--- src/rtl/cmp_pipe.sv ---
// cmp_pipe: two-stage valid/ready SIMD compare unit producing per-lane masks and a zero flag.
// Define CMP_PIPE_PERF_EN to add the perf_ops / perf_true output-transfer counters.
module cmp_pipe #(
  parameter int unsigned WIDTH = 32,
  parameter int unsigned LANES = 1,
  parameter int unsigned TAG_W = 4
) (
  input  logic             clk,
  input  logic             rst,
  input  logic             in_valid,
  output logic             in_ready,
  input  logic [WIDTH-1:0] in_a,
  input  logic [WIDTH-1:0] in_b,
  input  logic [2:0]       in_mode,
  input  logic [TAG_W-1:0] in_tag,
  output logic             out_valid,
  input  logic             out_ready,
  output logic [WIDTH-1:0] out_result,
  output logic             out_flag,
  output logic [TAG_W-1:0] out_tag
`ifdef CMP_PIPE_PERF_EN
  ,
  output logic [31:0]      perf_ops,
  output logic [31:0]      perf_true
`endif
);

  localparam int unsigned LW = WIDTH / LANES;

  localparam logic [2:0] ModeSeq  = 3'b000;
  localparam logic [2:0] ModeSne  = 3'b001;
  localparam logic [2:0] ModeSlt  = 3'b010;
  localparam logic [2:0] ModeSle  = 3'b011;
  localparam logic [2:0] ModeSgt  = 3'b100;
  localparam logic [2:0] ModeSge  = 3'b101;
  localparam logic [2:0] ModeSltu = 3'b110;
  localparam logic [2:0] ModeSleu = 3'b111;

  if (!(LANES == 1 || LANES == 2 || LANES == 4) || (WIDTH % LANES) != 0) begin : g_bad_cfg
    $error("cmp_pipe: illegal WIDTH/LANES combination");
  end

  function automatic logic lane_true(input logic [2:0] mode, input logic eq, input logic slt,
                                     input logic ult);
    logic res;
    res = 1'b0;
    unique case (mode)
      ModeSeq:  res = eq;
      ModeSne:  res = !eq;
      ModeSlt:  res = slt;
      ModeSle:  res = slt || eq;
      ModeSgt:  res = !(slt || eq);
      ModeSge:  res = !slt;
      ModeSltu: res = ult;
      ModeSleu: res = ult || eq;
      default:  res = 1'b0;
    endcase
    return res;
  endfunction

  logic             r_s1_valid;
  logic [WIDTH-1:0] r_s1_a;
  logic [WIDTH-1:0] r_s1_b;
  logic [2:0]       r_s1_mode;
  logic [TAG_W-1:0] r_s1_tag;

  logic             r_s2_valid;
  logic [WIDTH-1:0] r_s2_result;
  logic             r_s2_flag;
  logic [TAG_W-1:0] r_s2_tag;

  logic             w_s2_load;
  logic [WIDTH-1:0] w_result;

  // S2 frees up when empty or draining; S1 moves under the same condition.
  assign w_s2_load = !r_s2_valid || out_ready;
  assign in_ready  = !r_s1_valid || w_s2_load;

  // Each lane compares its own sub-word; sign is the lane MSB, nothing crosses lanes.
  for (genvar g = 0; g < LANES; g++) begin : g_lane
    logic [LW-1:0] w_a;
    logic [LW-1:0] w_b;
    logic          w_true;
    assign w_a    = r_s1_a[g*LW +: LW];
    assign w_b    = r_s1_b[g*LW +: LW];
    assign w_true = lane_true(r_s1_mode, w_a == w_b, $signed(w_a) < $signed(w_b), w_a < w_b);
    assign w_result[g*LW +: LW] = {LW{w_true}};
  end

  always_ff @(posedge clk) begin
    if (rst) begin
      r_s1_valid  <= 1'b0;
      r_s1_a      <= '0;
      r_s1_b      <= '0;
      r_s1_mode   <= '0;
      r_s1_tag    <= '0;
      r_s2_valid  <= 1'b0;
      r_s2_result <= '0;
      r_s2_flag   <= 1'b1;
      r_s2_tag    <= '0;
    end else begin
      if (in_ready) begin
        r_s1_valid <= in_valid;
        if (in_valid) begin
          r_s1_a    <= in_a;
          r_s1_b    <= in_b;
          r_s1_mode <= in_mode;
          r_s1_tag  <= in_tag;
        end
      end
      if (w_s2_load) begin
        r_s2_valid <= r_s1_valid;
        if (r_s1_valid) begin
          r_s2_result <= w_result;
          r_s2_flag   <= ~|w_result;
          r_s2_tag    <= r_s1_tag;
        end
      end
    end
  end

  assign out_valid  = r_s2_valid;
  assign out_result = r_s2_result;
  assign out_flag   = r_s2_flag;
  assign out_tag    = r_s2_tag;

`ifdef CMP_PIPE_PERF_EN
  logic [31:0] r_perf_ops;
  logic [31:0] r_perf_true;

  always_ff @(posedge clk) begin
    if (rst) begin
      r_perf_ops  <= '0;
      r_perf_true <= '0;
    end else if (r_s2_valid && out_ready) begin
      r_perf_ops <= r_perf_ops + 32'd1;
      if (!r_s2_flag) begin
        r_perf_true <= r_perf_true + 32'd1;
      end
    end
  end

  assign perf_ops  = r_perf_ops;
  assign perf_true = r_perf_true;
`endif

endmodule

--- config.mk ---
export PLATFORM = sky130hd
export DESIGN_NAME = cmp_pipe
export DESIGN_NICKNAME = d
export VERILOG_FILES = /design/src/rtl/cmp_pipe.sv
export SDC_FILE = /design/constraint.sdc
export NUM_CORES = 1
export LEC_CHECK = 0
export BUFFER_PORTS_ARGS = -buffer_cell sky130_fd_sc_hd__buf_2
export CAP_MARGIN = 10
export CORE_UTILIZATION = 51
export DETAILED_ROUTE_END_ITERATION = 6
export PLACE_DENSITY = 0.79
export SETUP_SLACK_MARGIN = 0.02
export SYNTH_ARGS = -nofsm -noshare
export SYNTH_HDL_FRONTEND = slang
export SYNTH_SLANG_ARGS = --single-unit
--- constraint.sdc ---
create_clock -name clk -period 2.8 [get_ports clk]
set_clock_uncertainty 0.05 [all_clocks]
set_input_delay 0.28 -clock clk [delete_from_list [all_inputs] [get_ports clk]]
set_output_delay 0.28 -clock clk [all_outputs]
set_load 0.01 [all_outputs]
==> flow_metrics.env, run 1 <==
export IMPL_status="finished, final reports clean"
export IMPL_io_buffers=113
export IMPL_yosysSeqAreaShare_pct=40.80
export IMPL_syn_to_final_growth_pct=17.37
export IMPL_rows=31
export IMPL_grt_pass1_wl_mm=12.65
export IMPL_die_w_um=89.18
export IMPL_hpwlAfterDp_mm=5.700
export IMPL_vdd_drop_max_mv=0.3425
export IMPL_place_ws_ps=458.1
export IMPL_dieArea_um2=7953
export IMPL_cts_setup_buffers=0
export IMPL_ys_top_cells_by_area="dfxtp_1 (41%), nand2_1 (15%), a21oi_1 (11%), ha_1 (10%), buf_4 (6.0%)"
export IMPL_cts_buffer_depth=2
export IMPL_yosysMostFrequentCell="nand2_1"
export IMPL_synthTopCellsByCount="nand2_1 (158), a21oi_1 (89), dfxtp_1 (79)"
export IMPL_clock_root_buffer="clkbuf_8"
export IMPL_cellLeakagePower_nw=2.100
export IMPL_async_reset_ff_share_pct=0
export IMPL_syn_avg_cell_area_um2=7.768
export IMPL_gr_usage_all_layers_pct=20.64
export IMPL_arrival_ps=2540
export IMPL_clock_latency_ps=350
export IMPL_vias_per_cell=4.978
export IMPL_gp_congestion=0.8446
export IMPL_cts_sinks=79
export IMPL_drc=0
export IMPL_yosysTopAreaCell="dfxtp_1"
export IMPL_drv_cap=0
export IMPL_drive_above_1_share_pct=25.17
export IMPL_ctsHoldBuffers=0
export IMPL_slew_headroom_pct=39.84
export IMPL_nNetsFinal=678
export IMPL_worst_slack_ps=457.1
export IMPL_synth_nets=606
export IMPL_post_route_util_pct=62.39
export IMPL_setup_tns_ps=0
export IMPL_synth_edf_count=0
export IMPL_drt_iter0_drc=149
export IMPL_clock_fmax_ghz=0.4268
export IMPL_synth_cell_type_count=37
export IMPL_cts_resized=0
export IMPL_crit_type="reg2reg"
export IMPL_ys_ff_latch=79
export IMPL_syn_cell_area_um2=3876
export IMPL_synth_flop_cell="dfxtp_1"
export IMPL_syn_inst=499
export IMPL_vias=3360
export IMPL_drt_total_wl_mm=7.882
export IMPL_design_area_um2=4549
export IMPL_r2r_start="g_lane[0].w_b[31]"
export IMPL_cp_startpoint="g_lane[0].w_b[31]"
export IMPL_cp_required_ps=2990
export IMPL_wire_per_inst_um=11.68
export IMPL_grt_remaining_overflow=0
export IMPL_ys_warn_count=0
export IMPL_met1_usage_pct=26.61
export IMPL_power_density_nw_per_um2=581.9
export IMPL_met3_usage_pct=4.617
export IMPL_start_kind="register"
export IMPL_reg2regPathDepth=8
export IMPL_rsz0062_at_grt="no"
export IMPL_antenna_found_initial=0
export IMPL_drtPass1Iterations=4
export IMPL_whs_ps=112.8
export IMPL_slew_viol_final=0
export IMPL_min_period_ps=2343
export IMPL_cts_htree_levels=3
export IMPL_use_met2_pct=34.28
export IMPL_p_total_mw=2.647
export IMPL_nFillCells=655
export IMPL_hold_viol=0
export IMPL_dp_cells=659
export IMPL_antenna_cells=0
export IMPL_top_usage_layer="met2"
export IMPL_r2r_slack_ps=460
export IMPL_placed_area_um2=4307
export IMPL_hp_class="in2reg"
export IMPL_die_y_um=89.18
export IMPL_grt_max_degree=50
export IMPL_cts_buffers=9
export IMPL_clk_pin_slew_ps=80
export IMPL_first_global_vias=2941
export IMPL_core_area_um2=7292
export IMPL_fin_cells=675
export IMPL_fin_crit_sh_pct=83.68
export IMPL_cts_tree="yes"
export IMPL_synth_top_area_share_pct=40.80
export IMPL_ant_nets=0
export IMPL_setup_viol=0
export IMPL_crit_end="out_result[0]"
export IMPL_tightest_slew_ps=902.4
export IMPL_worstPathMaxFanout=5
export IMPL_r2r_end="out_result[0]"
export IMPL_initial_core_util_pct=53.16
export IMPL_cp_end_kind="register"
export IMPL_ios=114
==> critical path: stages, from the launching register on <==
cell       delay, ps
dfxtp_1          340
inv_1             50
ha_1             370
nand4_2          170
nor4_1           360
o311a_1          310
nor3_4            70
xnor2_1          160
a2111oi_2        360
==> sequential cells by signal, indices dropped and copies added, names as in the netlist, 3 cells and up <==
| register | count |
|---|---|
| out_tag | 4 |
| r_s1_mode | 3 |
| r_s1_tag | 4 |
| g_lane.w_a | 32 |
| g_lane.w_b | 32 |
==> cells in the final DEF, fill, tap and decap left out, types with 2 or more instances in the layout <==
master | netlist | final
buf_12 | 0 | 3
nor3_1 | 2 | 2
o21ai_1 | 2 | 2
nand2_1 | 158 | 157
buf_2 | 0 | 113
nor2b_1 | 3 | 3
nand4_1 | 5 | 5
ha_1 | 32 | 32
nand4_2 | 3 | 3
bufinv_16 | 0 | 2
inv_1 | 34 | 34
clkbuf_8 | 0 | 13
a21o_1 | 2 | 2
nand3_1 | 3 | 3
dfxtp_1 | 79 | 79
nor2_1 | 8 | 8
o21a_1 | 3 | 3
a21oi_1 | 89 | 89
==> per-layer routing <==
layer	share of wire [%]	wire length [um]
met1	48	3769
met5	0	0
met3	4.4	349
met2	46	3621
met4	1.8	141
==> report_power, final <==
| group | switching, mW | leakage (nW) | internal, mW |
|---|---|---|---|
| Clock | 0.392 | 0.123 | 0.601 |
| Combinational | 0.241 | 1.33 | 0.187 |
| Sequential | 0.0405 | 0.651 | 1.19 |
| Total | 0.674 | 2.10 | 1.97 |
==> cell type report <==
type	count	area, um^2	share of cell area [%]
flip-flops and latches	79	1582	34.76
repair buffers	116	625.6	13.75
well taps	99	123.9	2.723
clock inverters	2	60.06	1.320
inverters	34	127.6	2.805
clock buffers	14	182.7	4.015
multi-input cells	331	1848	40.62
==> kinds of logic after synthesis <==
| group | share of synthesized area (%) |
|---|---|
| flip-flops | 40.80 |
| adder cells (fa/ha/maj) | 10.33 |
| AND/OR/NAND/NOR | 20.69 |
| buffers and inverters | 11.62 |
| AO/OA/AOI/OAI | 16.11 |
| XOR/XNOR | 0.4520 |
==> worst min-delay path by stage <==
stage                startpoint  depth (start not counted)                end  slack [ps]
floorplan              in_valid                          2         r_s1_valid         350
global placement    r_s1_tag[2]                          2         out_tag[2]         390
detailed placement  r_s1_tag[1]                          2         out_tag[1]         400
CTS                     in_b[5]                          3   g_lane[0].w_b[5]         100
global route           in_b[12]                          3  g_lane[0].w_b[12]         100
finish                 in_b[12]                          3  g_lane[0].w_b[12]         110
Power figures use the tool's default switching activity.
==> run 2, diff against run 1 <==
--- a/config.mk
+++ b/config.mk
@@ -7,9 +7,9 @@
 export LEC_CHECK = 0
 export BUFFER_PORTS_ARGS = -buffer_cell sky130_fd_sc_hd__buf_2
 export CAP_MARGIN = 10
-export CORE_UTILIZATION = 51
+export CORE_UTILIZATION = 47
 export DETAILED_ROUTE_END_ITERATION = 6
-export PLACE_DENSITY = 0.79
+export PLACE_DENSITY = 0.77
 export SETUP_SLACK_MARGIN = 0.02
 export SYNTH_ARGS = -nofsm -noshare
 export SYNTH_HDL_FRONTEND = slang
==> constraint.sdc (replaced) <==
create_clock -name clk -period 2 [get_ports clk]
set_clock_uncertainty 0.05 [all_clocks]
set_input_delay 0.2 -clock clk [delete_from_list [all_inputs] [get_ports clk]]
set_output_delay 0.2 -clock clk [all_outputs]
set_load 0.01 [all_outputs]
==> flow_metrics.env, run 2 (same netlist as run 1, synthesis figures left out) <==
export IMPL_antenna_cells=0
export IMPL_dieArea_um2=8615
export IMPL_cellLeakagePower_nw=2.173
export IMPL_core_area_um2=7848
export IMPL_drv_cap=0
export IMPL_crit_family="simple AND/OR/NAND/NOR gates"
export IMPL_cp_cell_sequence="inv_2 -> ha_4 -> nand4_1 -> nor4_4 -> nand3_2 -> xor2_2 -> o21ai_2 -> a211oi_2 -> a2111oi_2"
export IMPL_clock_root_buffer="clkbuf_8"
export IMPL_status="complete, but fails checks"
export IMPL_cts_buffer_depth=2
export IMPL_rsz0062_at_grt="yes"
export IMPL_ant_nets=0
export IMPL_clock_latency_ps=360
export IMPL_worstPathMaxFanout=3
export IMPL_hold_viol=0
export IMPL_vias=3523
export IMPL_cts_buffers=9
export IMPL_clk_pin_slew_ps=80
export IMPL_cp_buffers_inverters=1
export IMPL_critPathMaxStageDelay_ps=340
export IMPL_ctsHoldBuffers=0
export IMPL_initial_core_util_pct=49.39
export IMPL_first_global_vias=3268
export IMPL_gp_congestion=0.7963
export IMPL_grt_remaining_overflow=0
export IMPL_nNetsFinal=692
export IMPL_setup_tns_ps=-334.4
export IMPL_drtPass1Iterations=4
export IMPL_p_total_mw=3.825
export IMPL_grt_max_degree=72
export IMPL_post_route_util_pct=62.13
export IMPL_power_density_nw_per_um2=784.5
export IMPL_final_common_cell="nand2_1"
export IMPL_setup_viol=2
export IMPL_hpwlAfterDp_mm=6.100
export IMPL_cts_htree_levels=3
export IMPL_hp_class="in2reg"
export IMPL_cp_required_ps=2210
export IMPL_arrival_ps=2390
export IMPL_gr_usage_all_layers_pct=21.51
export IMPL_wire_per_inst_um=12.82
export IMPL_io_buffers=113
export IMPL_drc=0
export IMPL_cp_end_kind="register"
export IMPL_syn_to_final_growth_pct=25.79
export IMPL_violations="negative setup slack"
export IMPL_cts_sinks=79
export IMPL_antenna_found_initial=0
export IMPL_ios=114
export IMPL_slew_headroom_pct=67.63
export IMPL_die_y_um=92.82
export IMPL_clock_fmax_ghz=0.4587
export IMPL_slew_viol_final=0
export IMPL_worst_slack_ps=-180.3
export IMPL_die_w_um=92.82
export IMPL_drt_total_wl_mm=8.868
export IMPL_tightest_slew_ps=484.5
export IMPL_layout_common_cells="nand2_1 (157), buf_2 (113), a21oi_1 (85)"
export IMPL_cp_slowest_cell="dfxtp_2"
export IMPL_crit_type="reg2reg"
export IMPL_rows=32
export IMPL_grt_pass1_wl_mm=14.61
export IMPL_fin_crit_sh_pct=109.0
export IMPL_drt_iter0_drc=177
export IMPL_drive_above_1_share_pct=34.58
export IMPL_vdd_drop_max_mv=0.4063
export IMPL_cts_tree="yes"
export IMPL_min_period_ps=2180
export IMPL_start_kind="register"
export IMPL_vias_per_cell=5.091
[run 2: worst paths after layout]
check,start,to,depth (start not counted),slack (ps)
max,g_lane[0].w_b[17],out_result[0],9,-180
max reg2reg,g_lane[0].w_b[17],out_result[0],9,-180
min reg2reg,g_lane[0].w_b[11],g_lane[0].w_b[11],2,410
min,in_b[26],g_lane[0].w_b[26],3,10
[run 2: final cells by class]
type | count | area, um^2
Timing Repair Buffer | 130 | 705.7
Inverter | 34 | 127.6
Multi-Input combinational cell | 331 | 2086
Sequential cell | 79 | 1598
Tap cell | 102 | 127.6
Fill cell | 700 | 2972
Clock buffer | 11 | 151.4
Clock inverter | 5 | 80.08
[run 2: layer usage]
metal / global-route usage, % / wire length (um)
met2: 37.07 / 4456
met5: 0 / 0
met4: 9.103 / 177
met3: 4.516 / 500
met1: 25.74 / 3733
[run 2: through the flow]
step	cells	hold WS (ps)	setup WS (ps)	area (um^2)
after floorplan	499	267.4	3.503	3968
after global placement	670	388.6	-171.7	4437
after detailed placement	670	395.6	-205.7	4437
after CTS	689	0.04299	-167.3	4765
after global routing	692	13.80	-308.2	4876
final	692	9.891	-180.3	4876
[run 2: report_power, final]
part	total [mW]	switching, mW	internal (mW)
Clock	1.37	0.599	0.768
Sequential	1.72	0.0573	1.66
Combinational	0.739	0.404	0.335
[run 2: worst reg2reg max path: cells and delay by family, from the launching register on]
kind,cells,cell delay (ps)
buffers and inverters,1,40
AND/OR/NAND/NOR,3,700
XOR/XNOR,1,180
adder cells (fa/ha/maj),1,250
AO/OA/AOI/OAI,3,520
flip-flops,1,340
[run 2: timing repair]
item,4_1_cts,5_1_grt
pin swaps,12,16
endpoints found under the setup margin,2,2
resized for setup,18,22
setup buffers,3,3
==> run 3, diff against run 2 <==
--- a/config.mk
+++ b/config.mk
@@ -5,12 +5,14 @@
 export SDC_FILE = /design/constraint.sdc
 export NUM_CORES = 1
 export LEC_CHECK = 0
+export ABC_AREA = 1
 export BUFFER_PORTS_ARGS = -buffer_cell sky130_fd_sc_hd__buf_2
 export CAP_MARGIN = 10
-export CORE_UTILIZATION = 47
+export CORE_UTILIZATION = 51
 export DETAILED_ROUTE_END_ITERATION = 6
-export PLACE_DENSITY = 0.77
+export PLACE_DENSITY = 0.79
 export SETUP_SLACK_MARGIN = 0.02
 export SYNTH_ARGS = -nofsm -noshare
 export SYNTH_HDL_FRONTEND = slang
 export SYNTH_SLANG_ARGS = --single-unit
+export TNS_END_PERCENT = 5
==> constraint.sdc (replaced) <==
create_clock -name clk -period 2.2 [get_ports clk]
set_clock_uncertainty 0.05 [all_clocks]
set_input_delay 0.22 -clock clk [delete_from_list [all_inputs] [get_ports clk]]
set_output_delay 0.22 -clock clk [all_outputs]
set_load 0.01 [all_outputs]
==> flow_metrics.env, run 3 <==
export IMPL_status="finished, final reports clean"
export IMPL_cp_end_kind="register"
export IMPL_min_period_ps=2125
export IMPL_drt_total_wl_mm=8.239
export IMPL_synth_top_area_share_pct=41.44
export IMPL_drv_cap=0
export IMPL_reg2regPathDepth=13
export IMPL_grt_pass1_wl_mm=12.80
export IMPL_vdd_drop_max_mv=0.3090
export IMPL_clock_latency_ps=350
export IMPL_final_common_cell="buf_2"
export IMPL_slew_viol_final=0
export IMPL_cts_sinks=79
export IMPL_syn_to_final_growth_pct=20.39
export IMPL_ios=114
export IMPL_dp_cells=669
export IMPL_cp_required_ps=2380
export IMPL_arrival_ps=2310
export IMPL_synthTopCellsByCount="nor2_1 (91), dfxtp_1 (79), o21ai_0 (68)"
export IMPL_yosysSeqAreaShare_pct=41.44
export IMPL_io_buffers=113
export IMPL_antenna_found_initial=0
export IMPL_start_kind="register"
export IMPL_cellLeakagePower_nw=2.232
export IMPL_ys_warn_count=0
export IMPL_yosysTopAreaCell="dfxtp_1"
export IMPL_design_area_um2=4594
export IMPL_grt_max_degree=73
export IMPL_drc=0
export IMPL_min_delay_start="rst"
export IMPL_gp_congestion=0.9849
export IMPL_drtPass1Iterations=4
export IMPL_grt_remaining_overflow=0
export IMPL_die_w_um=88.50
export IMPL_nNetsFinal=692
export IMPL_synth_nets=614
export IMPL_cts_buffer_depth=2
export IMPL_whs_path_depth=2
export IMPL_gr_usage_all_layers_pct=21.28
export IMPL_worst_slack_ps=75.45
export IMPL_clock_root_buffer="clkbuf_8"
export IMPL_synth_flop_cell="dfxtp_1"
export IMPL_placed_area_um2=4237
export IMPL_whs_ps=60.32
export IMPL_hp_class="in2reg"
export IMPL_fin_crit_sh_pct=96.57
export IMPL_multi_input_area_um2=1861
export IMPL_antenna_cells=0
export IMPL_yosysMostFrequentCell="nor2_1"
export IMPL_slew_headroom_pct=50.80
export IMPL_dieArea_um2=7832
export IMPL_vias_per_cell=4.956
export IMPL_drive_above_1_share_pct=29.66
export IMPL_cts_htree_levels=3
export IMPL_r2r_slack_ps=80
export IMPL_first_global_vias=2949
export IMPL_async_reset_ff_share_pct=0
export IMPL_place_ws_ps=116.9
export IMPL_ctsHoldBuffers=0
export IMPL_crit_type="reg2reg"
export IMPL_synth_cell_type_count=24
export IMPL_hpwlAfterDp_mm=5.692
export IMPL_r2r_end="out_result[0]"
export IMPL_layout_common_cells="buf_2 (113), nor2_1 (90), dfxtp_1 (74)"
export IMPL_syn_avg_cell_area_um2=7.527
export IMPL_power_density_nw_per_um2=705.5
export IMPL_cts_buffers=9
export IMPL_ys_top_cells_by_area="dfxtp_1 (41%), ha_1 (10%), nor2_1 (9.0%), o21ai_0 (8.9%), a21oi_1 (6.8%)"
export IMPL_initial_core_util_pct=52.61
export IMPL_vias=3415
export IMPL_rsz0062_at_grt="yes"
export IMPL_setup_viol=0
export IMPL_die_y_um=88.50
export IMPL_r2r_start="g_lane[0].w_b[30]"
export IMPL_p_total_mw=3.241
export IMPL_cts_tree="yes"
export IMPL_min_to="r_s1_valid"
export IMPL_rows=31
export IMPL_wire_per_inst_um=11.96
export IMPL_seq_area_um2=1588
export IMPL_hold_viol=0
export IMPL_clock_fmax_ghz=0.4707
export IMPL_ant_nets=0
export IMPL_fin_cells=689
export IMPL_drt_iter0_drc=146
export IMPL_tightest_slew_ps=737.0
export IMPL_worstPathMaxFanout=2
export IMPL_ys_ff_latch=79
export IMPL_core_area_um2=7253
export IMPL_synth_edf_count=0
export IMPL_syn_inst=507
export IMPL_syn_cell_area_um2=3816
export IMPL_clk_pin_slew_ps=80
export IMPL_nFillCells=658
run 3: changes by cell type after synthesis, moves of 4 or more:
cell,before,now
a21oi_1,89,52
clkbuf_1,24,16
nor3_1,2,6
inv_2,0,4
nor2_1,8,91
nand3_1,3,10
nand2_1,158,43
o21ai_0,1,68
inv_1,34,46
o21ai_1,2,10
run 3: metrics by stage:
step | util (%) | setup TNS [ps]
2_1_floorplan | - | 0
3_3_place_gp | 58.41 | 0
3_5_place_dp | 58.41 | 0
4_1_cts | 61.01 | 0
5_1_grt | 63.34 | -119.0
6_report | 63.34 | 0
run 3: worst max path at each step:
stage	endpoint	start
detailed placement	out_result[0]	g_lane[0].w_b[7]
global route	out_result[0]	g_lane[0].w_b[30]
CTS	out_result[0]	g_lane[0].w_b[22]
global placement	out_result[0]	g_lane[0].w_b[7]
finish	out_result[0]	g_lane[0].w_b[30]
floorplan	out_result[0]	g_lane[0].w_b[23]
run 3: where the power goes:
| group | total (mW) | internal (mW) | switching [mW] |
|---|---|---|---|
| Combinational | 0.663 | 0.283 | 0.380 |
| Clock | 0.981 | 0.467 | 0.515 |
| Sequential | 1.60 | 1.53 | 0.0619 |
run 3: cell families (layout without fill, tap and decap cells):
| group | count (synthesis) | in the layout | share of synthesized area [%] |
|---|---|---|---|
| AOI/OAI and AO/OA | 133 | 133 | 17.74 |
| and+or+nand+nor | 158 | 158 | 16.85 |
| adders and majority gates | 32 | 32 | 10.49 |
| DFF | 79 | 79 | 41.44 |
| buffers and inverters | 105 | 188 | 13.48 |
run 3: repair_timing:
action | CTS | global route
resized for setup | 1 | 32
setup buffers | 0 | 4
pin swaps | 0 | 13
endpoints found under the setup margin | 1 | 2
run 3: critical path: stages, from the launching register on:
cell and delay [ps]:
dfxtp_1 320, inv_1 50, ha_1 280, nand2_2 80
nor2_4 120, nand4_4 130, nor3_4 250, nand2_2 100
nand2_2 100, nand2_2 50, a21oi_2 130, nand3_1 100
o21bai_2 170, a21oi_2 60
run 3: final cells by class:
class,count,area share [%]
Timing Repair Buffer,120,14.00
Multi-Input combinational cell,323,40.50
Tap cell,99,2.696
Sequential cell,79,34.56
Clock buffer,11,3.295
Clock inverter,5,0.7081
Inverter,52,4.248
run 3: per-layer routing:
| metal | part of all wire [%] | global-route usage, % | wire length (um) | up-vias |
|---|---|---|---|---|
| met5 | 0 | 0 | 0 | - |
| met4 | 0.95 | 9.677 | 78 | 0 |
| met2 | 49 | 35.94 | 4000 | 93 |
| met3 | 4.7 | 4.011 | 391 | 7 |
| li1 | - | - | - | 1783 |
| met1 | 46 | 26.36 | 3768 | 1532 |
